`config.mk`:
```
export PLATFORM = sky130hd
export DESIGN_NAME = store_writeback_buffer
export DESIGN_NICKNAME = d
export VERILOG_FILES = /design/src/rtl/store_writeback_buffer.sv
export SDC_FILE = /design/constraint.sdc
export NUM_CORES = 1
export LEC_CHECK = 0
export CORE_ASPECT_RATIO = 1.2
export CORE_MARGIN = 2
export CORE_UTILIZATION = 54
export DETAILED_ROUTE_END_ITERATION = 8
export GPL_ROUTABILITY_DRIVEN = 1
export GPL_TIMING_DRIVEN = 0
export PLACE_DENSITY = 0.76
export SLEW_MARGIN = 40
export SYNTH_ARGS = -nofsm -noshare
export SYNTH_HDL_FRONTEND = slang
export SYNTH_SLANG_ARGS = --single-unit
```
`constraint.sdc`:
```
create_clock -name clk -period 4 [get_ports clk]
set_clock_uncertainty 0.1 [all_clocks]
set_input_delay 1.2 -clock clk [delete_from_list [all_inputs] [get_ports clk]]
set_output_delay 1.2 -clock clk [all_outputs]
set_load 0.05 [all_outputs]
```
`src/rtl/store_writeback_buffer.sv`:
```
// rtl/store_writeback_buffer.sv - coalescing eviction write-back queue with read forwarding
module store_writeback_buffer #(
  parameter int DEPTH      = 4,
  parameter int PTR_WIDTH  = 2,
  parameter int ADDR_WIDTH = 15,
  parameter int DATA_WIDTH = 16
) (
  input  logic                  clk,
  input  logic                  rst_n,
  input  logic                  store_en,
  input  logic [ADDR_WIDTH-1:0] store_addr,
  input  logic [DATA_WIDTH-1:0] store_data,
  output logic                  mem_wen,
  output logic [ADDR_WIDTH-1:0] mem_waddr,
  output logic [DATA_WIDTH-1:0] mem_wdata,
  input  logic                  mem_wready,
  input  logic [ADDR_WIDTH-1:0] lookup_addr,
  output logic                  lookup_hit,
  output logic [DATA_WIDTH-1:0] lookup_data,
  output logic                  full,
  output logic                  overflow
);

  logic [ADDR_WIDTH-1:0] addr_q [DEPTH];
  logic [DATA_WIDTH-1:0] data_q [DEPTH];
  logic [DEPTH-1:0]      valid_q;
  logic [PTR_WIDTH-1:0]  head_q, tail_q;
  logic [PTR_WIDTH:0]    count_q;
  logic                  overflow_q, lookup_hit_q;
  logic [DATA_WIDTH-1:0] lookup_data_q;

  logic                  pop, append, drop, coal_hit;
  logic [PTR_WIDTH-1:0]  coal_idx, lk_idx;
  logic                  lk_hit_d;
  logic [DATA_WIDTH-1:0] lk_data_d;

  assign full        = (count_q == (PTR_WIDTH+1)'(DEPTH));
  assign mem_wen     = (count_q != '0);
  assign mem_waddr   = addr_q[head_q];
  assign mem_wdata   = data_q[head_q];
  assign overflow    = overflow_q;
  assign lookup_hit  = lookup_hit_q;
  assign lookup_data = lookup_data_q;

  always_comb begin
    pop      = mem_wen & mem_wready;
    coal_hit = 1'b0;
    coal_idx = '0;
    // The head may already be on the memory bus, so it is never rewritten.
    for (int i = 0; i < DEPTH; i++) begin
      if (valid_q[i] && addr_q[i] == store_addr && PTR_WIDTH'(i) != head_q) begin
        coal_hit = 1'b1;
        coal_idx = PTR_WIDTH'(i);
      end
    end
    append = store_en & ~coal_hit & (~full | pop);
    drop   = store_en & ~coal_hit & full & ~pop;

    // Scan oldest to youngest so the last match wins; a same-cycle push is youngest of all.
    lk_hit_d  = 1'b0;
    lk_data_d = '0;
    lk_idx    = '0;
    for (int k = 0; k < DEPTH; k++) begin
      lk_idx = head_q + PTR_WIDTH'(k);
      if (valid_q[lk_idx] && addr_q[lk_idx] == lookup_addr) begin
        lk_hit_d  = 1'b1;
        lk_data_d = data_q[lk_idx];
      end
    end
    if (store_en && store_addr == lookup_addr) begin
      lk_hit_d  = 1'b1;
      lk_data_d = store_data;
    end
  end

  always_ff @(posedge clk or negedge rst_n) begin
    if (!rst_n) begin
      for (int i = 0; i < DEPTH; i++) begin
        addr_q[i] <= '0;
        data_q[i] <= '0;
      end
      valid_q       <= '0;
      head_q        <= '0;
      tail_q        <= '0;
      count_q       <= '0;
      overflow_q    <= 1'b0;
      lookup_hit_q  <= 1'b0;
      lookup_data_q <= '0;
    end else begin
      if (pop) begin
        valid_q[head_q] <= 1'b0;
        head_q          <= head_q + 1'b1;
      end
      if (store_en && coal_hit) data_q[coal_idx] <= store_data;
      // Placed after the pop clear so a full-queue append into the freed slot stays valid.
      if (append) begin
        addr_q[tail_q]  <= store_addr;
        data_q[tail_q]  <= store_data;
        valid_q[tail_q] <= 1'b1;
        tail_q          <= tail_q + 1'b1;
      end
      case ({append, pop})
        2'b10:   count_q <= count_q + 1'b1;
        2'b01:   count_q <= count_q - 1'b1;
        default: count_q <= count_q;
      endcase
      if (drop) overflow_q <= 1'b1;
      lookup_hit_q  <= lk_hit_d;
      lookup_data_q <= lk_data_d;
    end
  end

endmodule
```
==> results of run 1 <==
-- per-layer routing --
layer / global-route usage [%] / vias to the layer above / routed length, µm
li1: - / 3854 / -
met1: 42.2 / 4792 / 14200
met2: 59.7 / 637 / 19600
met3: 5.60 / 176 / 3220
met4: 19.7 / 0 / 2520
met5: 0 / - / 0
-- cell usage after synthesis, drive strengths merged (21+ instances only) --
library cell  instances
dfrtp               153
mux2                124
mux4                111
xnor2                88
buf                  53
xor2                 51
mux2i                42
clkbuf               39
nand2                38
inv                  31
nor2                 22
nand4                21
-- area by class of cell --
cell class / count / share of cell area, %
multi-input cells: 669 / 53.7
flip-flops and latches: 153 / 27.0
repair buffers: 121 / 8.05
plain buffers: 80 / 3.79
clock buffers: 18 / 3.02
well taps: 270 / 2.38
clock inverters: 14 / 1.15
inverters: 31 / 0.925
-- stage by stage --
step                      setup slack [ns]  utilization [%]  hold slack [ns]  std cells  TNS (ns)
after floorplan                     0.0110                -            0.348        945         0
final                              -0.0278             67.5            0.377       1356   -0.0762
after detailed placement             -1.41             61.2            0.370       1289   -121.59
after global placement               -4.57             60.8            0.361       1286   -854.84
after CTS                           -0.141             66.0            0.384       1342     -1.55
after global routing               -0.0431             67.5            0.399       1356    -0.166
-- repair_timing --
item / 4_1_cts / 5_1_grt
gates cloned: 0 / 2
setup endpoints to repair: 180 / 71
setup buffers: 26 / 19
gates resized for setup: 166 / 53
pin swaps: 10 / 12
-- registers in the layout, indices dropped and copies added, names as in the netlist --
name / count
head_q: 2
lookup_hit: 1
data_q: 64
overflow: 1
tail_q: 2
count_q: 3
valid_q: 4
addr_q: 60
lookup_data: 16
-- kinds of logic after synthesis --
logic type | share of synthesized area [%]
xor gates and xnor gates | 10.5
DFF | 32.9
AOI/OAI and AO/OA | 6.90
adders and majority gates | 1.14
muxes | 37.1
and+or+nand+nor | 6.65
buffers and inverters | 4.93
-- worst max path at each step --
stage                    from              end  slack, ns  cells past startpoint
2_1_floorplan       head_q[0]  lookup_data[10]       0.01                     17
3_3_place_gp            rst_n       addr_q[46]      -4.57                      1
3_5_place_dp   store_addr[10]       data_q[26]      -1.41                      8
4_1_cts             head_q[0]  lookup_data[12]      -0.14                     15
5_1_grt             head_q[0]   lookup_data[9]      -0.04                     13
6_report            head_q[0]   lookup_data[9]      -0.03                     12
==> metrics.cfg, run 1 <==
[die]
die_x_um=138
pin_count=101
core_um2=21000
die_area_um2=22800
die_y_um=165
start_util_pct=55.3
rows=58

[worst_setup_path]
worst-path-buf-inv=4
cp_slowest_cell=or4b_4
rr_worst_depth=12
slowest_delay_ns=0.66
worstPathRequired_ns=4.22
crit_top_cell=or4b_4
cp_cell_sequence=buf_8 -> buf_12 -> inv_12 -> ha_4 -> mux4_2 -> xnor2_4 -> nand4_1 -> or4b_4 -> or4b_4 -> clkbuf_16 -> a31oi_4 -> o31ai_2
cp_data_arrival_time_ns=4.25
r2r_start=head_q[0]
reg2reg_setup_slack_ns=-0.03
crit_family=simple AND/OR/NAND/NOR gates
critical_path.endpoint_type=register
rr_endpoint=lookup_data[9]
critPathKind=register to register
worstPathMaxFanout=8
cp-start-kind=register

[timing]
tightest_slew_ns=0.795
finalWorstSetupSlack_ns=-0.0278
hold_viol=0
drv_slew=0
fmax_ghz=0.248
setup-violations-final=9
post-route-period-util_pct=101
min_period_ns=4.03
relSlewSlack_pct=47.0
rsz0062_at_grt=yes

[grt]
grt_pass1_vias=9382
grt_max_degree=60
track_usage_pct=34.8
antenna_found_initial=0
grt-ovfl-total=0
grt_pass1_wl_um=58900

[logic_synthesis]
post-synth-top-area-fraction_pct=32.9
synthFlopType=dfrtp_1
synth.area.top_cells=dfrtp_1, mux4_2, mux2_2
syn_nets=1005
synth_edf_count=0
ys_ff_latch=153
seq_area_frac_synth_pct=32.9
ys_types=54
synth_area_leader_cell=dfrtp_1
syn_area_per_cell_um2=12.3
netlist_area_um2=11600
yosys_warnings=0
async_flop_share_pct=100
synthCells=945

[layout]
multi_input_area_um2=7630
finish.instance_area_um2=14200
drive_gt1_share_pct=40.8
final_cell_mix=dfrtp_1, mux2_2, mux4_2, xnor2_1, buf_4
fillers=1570
nets=1133
n_antenna_cell=0
regArea_um2=3830
layout_commonest_cell=dfrtp_1
syn_to_final_growth_pct=21.9

[clock_network]
cts_tree=yes
clk_pin_slew_ns=0.07
cts_buffers=17
clock_path_buffers=2
cts-root-buf=clkbuf_16
htree_levels=4
clkLatencyLatePin_ns=0.44
cts_sinks=153
cts-hold-fix-buffers=0

[drt]
ant_nets=0
firstDrtPassIters=5
routed-via-count=9459
wl_um=39500
wl_per_cell_um=29.1
vias_per_cell=6.98
drc_errors=0
drtIter0Drc=1074

[hold_path]
hold_path_class=register to register
worstHoldStart=overflow
hold_path_depth=1
holdPathEnd=overflow

[placed_design]
port-buffer-count=71
globalplace.congestion=1.02
hpwl_um=27100
placed_cell_area_um2=12900

[outcome]
status=finished with violations
violations=negative setup slack

[run]
drv_cap=0

Power of run 1 is left out: the tool's default activity adds up to more than one toggle a clock period on the data nets, which glitch-free logic cannot reach.
==> run 2, diff against run 1 <==
--- a/config.mk
+++ b/config.mk
@@ -11,8 +11,7 @@
 export DETAILED_ROUTE_END_ITERATION = 8
 export GPL_ROUTABILITY_DRIVEN = 1
 export GPL_TIMING_DRIVEN = 0
-export PLACE_DENSITY = 0.76
-export SLEW_MARGIN = 40
+export PLACE_DENSITY = 0.78
 export SYNTH_ARGS = -nofsm -noshare
 export SYNTH_HDL_FRONTEND = slang
 export SYNTH_SLANG_ARGS = --single-unit
==> metrics.cfg, run 2 (synthesized netlist as in run 1, its figures left out) <==
[clock_network]
cts_tree=yes  ; unchanged
cts-root-buf=clkbuf_16  ; unchanged
cts_buffers=17  ; unchanged
htree_levels=4  ; unchanged
clkLatencyLatePin_ns=0.45  ; was 0.44 ns
clock_path_buffers=2  ; unchanged
cts_sinks=153  ; unchanged
clk_pin_slew_ns=0.07  ; about the same

[placed_design]
placed_cell_area_um2=12800  ; was 12900 µm²
globalplace.congestion=1.02  ; about the same
hpwl_um=26800  ; was 27100 µm
port-buffer-count=71  ; unchanged

[timing]
relSlewSlack_pct=28.5  ; was 47.0%
setup-violations-final=1  ; was 9
tightest_slew_ns=1.07  ; was 0.795 ns
min_period_ns=4.01  ; was 4.03 ns
drv_slew=0  ; unchanged
post-route-period-util_pct=100  ; was 101%
finalWorstSetupSlack_ns=-0.00588  ; was -0.0278 ns
fmax_ghz=0.250  ; was 0.248 GHz
hold_viol=0  ; unchanged
rsz0062_at_grt=yes  ; unchanged

[worst_setup_path]
slowest_delay_ns=0.56  ; was 0.66 ns
cp-start-kind=register  ; unchanged
cp_cell_sequence=buf_12 -> buf_12 -> inv_4 -> ha_4 -> buf_6 -> mux4_2 -> xnor2_2 -> nand4_1 -> or4b_4 -> or4b_4 -> buf_8 -> buf_12 -> a31oi_4 -> o31ai_2  ; was buf_8 -> buf_12 -> inv_12 -> ha_4 -> mux4_2 -> xnor2_4 -> nand4_1 -> or4b_4 -> or4b_4 -> clkbuf_16 -> a31oi_4 -> o31ai_2
critical_path.endpoint_type=register  ; unchanged
reg2reg_setup_slack_ns=-0.006  ; was -0.03 ns
critPathKind=register to register  ; unchanged
worstPathRequired_ns=4.22  ; about the same
cp_slowest_cell=or4b_4  ; unchanged
r2r_start=head_q[1]  ; was head_q[0]
rr_endpoint=lookup_data[12]  ; was lookup_data[9]
crit_top_cell=buf_12  ; was or4b_4
rr_worst_depth=14  ; was 12
cp_data_arrival_time_ns=4.23  ; was 4.25 ns
startpoint=head_q[1]  ; was head_q[0]
crit_end=lookup_data[12]  ; was lookup_data[9]
worstPathMaxFanout=7  ; was 8

[die]
die_area_um2=22800  ; unchanged
die_y_um=165  ; unchanged
rows=58  ; unchanged
core_um2=21000  ; unchanged
pin_count=101  ; unchanged
die_x_um=138  ; unchanged
start_util_pct=55.3  ; unchanged

[run]
drv_cap=0  ; unchanged

[layout]
max_flop_register=data_q  ; unchanged
largest_reg_flops=64  ; unchanged
layout_commonest_cell=dfrtp_1  ; unchanged
nets=1130  ; was 1133
drive_gt1_share_pct=42.2  ; was 40.8%
finish.instance_area_um2=14400  ; was 14200 µm²
final_cell_mix=dfrtp_1, mux2_2, mux4_2, xnor2_1, buf_4  ; unchanged
n_antenna_cell=0  ; unchanged
syn_to_final_growth_pct=23.3  ; was 21.9%

[outcome]
status=finished with violations  ; unchanged
violations=negative setup slack  ; unchanged

[drt]
ant_nets=0  ; unchanged
highest_layer=met4  ; unchanged
wl_per_cell_um=29.1  ; about the same
wl_met1_um=14000  ; was 14200 µm
routed-via-count=9527  ; was 9459
drtIter0Drc=1063  ; was 1074
firstDrtPassIters=5  ; unchanged
drc_errors=0  ; unchanged
wl_um=39400  ; was 39500 µm
vias_per_cell=7.04  ; was 6.98
wl_met2_um=19500  ; was 19600 µm
wl_met3_um=3270  ; was 3220 µm

[grt]
grt_max_degree=91  ; was 60
grt_pass1_vias=9682  ; was 9382
grt_pass1_wl_um=59600  ; was 58900 µm
track_usage_pct=35.0  ; was 34.8%
grt-ovfl-total=0  ; unchanged
antenna_found_initial=0  ; unchanged

[hold_path]
hold_path_class=register to register  ; unchanged

==> run 2: changes by cell type in the layout (fill, tap and decap cells not counted), moves of 3 or more <==
| cell | before | now |
|---|---|---|
| clkinv_4 | 1 | 4 |
| o31ai_2 | 5 | 8 |
| a31oi_1 | 7 | 3 |
| a31oi_4 | 6 | 10 |
| o31ai_1 | 11 | 7 |
| buf_6 | 6 | 11 |
| buf_2 | 33 | 28 |
| o41ai_1 | 6 | 1 |
| clkinvlp_4 | 5 | 0 |
| o41ai_4 | 2 | 7 |
| buf_4 | 52 | 55 |
==> run 2: how the worst min path moves through the flow <==
stage / startpoint / endpoint / slack [ns] / cells past startpoint
after CTS: overflow / overflow / 0.39 / 1
after global placement: overflow / overflow / 0.36 / 1
after global routing: overflow / overflow / 0.40 / 1
final: overflow / overflow / 0.38 / 1
after floorplan: count_q[2] / count_q[2] / 0.35 / 1
after detailed placement: overflow / overflow / 0.38 / 1
==> run 2: what timing repair did <==
| action | CTS | global route |
|---|---|---|
| setup endpoints to repair | 180 | 88 |
| gates cloned | 1 | 0 |
| hold endpoints to repair | 0 | 0 |
| setup buffers | 28 | 17 |
| hold buffers | 0 | 0 |
| pin swaps | 19 | 16 |
| resized for setup | 219 | 45 |
==> run 2: area by class of cell <==
class	count	area, µm²
clock inverters	15	156
fillers	1481	6680
plain buffers	80	562
flip-flops and latches	153	3830
inverters	31	131
repair buffers	118	1090
well taps	270	338
clock buffers	17	425
multi-input cells	669	7830
==> run 2: worst max-delay path: cells and delay by family (launching register included) <==
kind | cells | cell delay [ns]
compound gates | 2 | 0.27
simple gates | 3 | 1.29
buf+inv | 6 | 0.76
xor+xnor | 1 | 0.18
mux | 1 | 0.51
flops | 1 | 0.40
fa+ha+maj | 1 | 0.37
==> run 2: metal layers <==
layer  GRT usage [%]  up-vias
met5               0        -
met4            22.4        0
met3            5.80      186
met2            59.9      702
met1            41.4     4796
li1                -     3843
==> run 2: stage by stage <==
step           setup TNS, ns  std cells  hold slack (ns)  utilization (%)  worst slack, ns
3_5_place_dp         -159.65       1287            0.375             60.9            -1.45
2_1_floorplan              0        945            0.348                -           0.0110
5_1_grt              -0.0368       1353            0.400             68.2          -0.0270
6_report            -0.00588       1353            0.382             68.2         -0.00588
3_3_place_gp         -849.61       1286            0.361             60.8            -4.53
4_1_cts                -2.45       1341            0.390             67.2           -0.210
Power of run 2 is left out for the same reason.
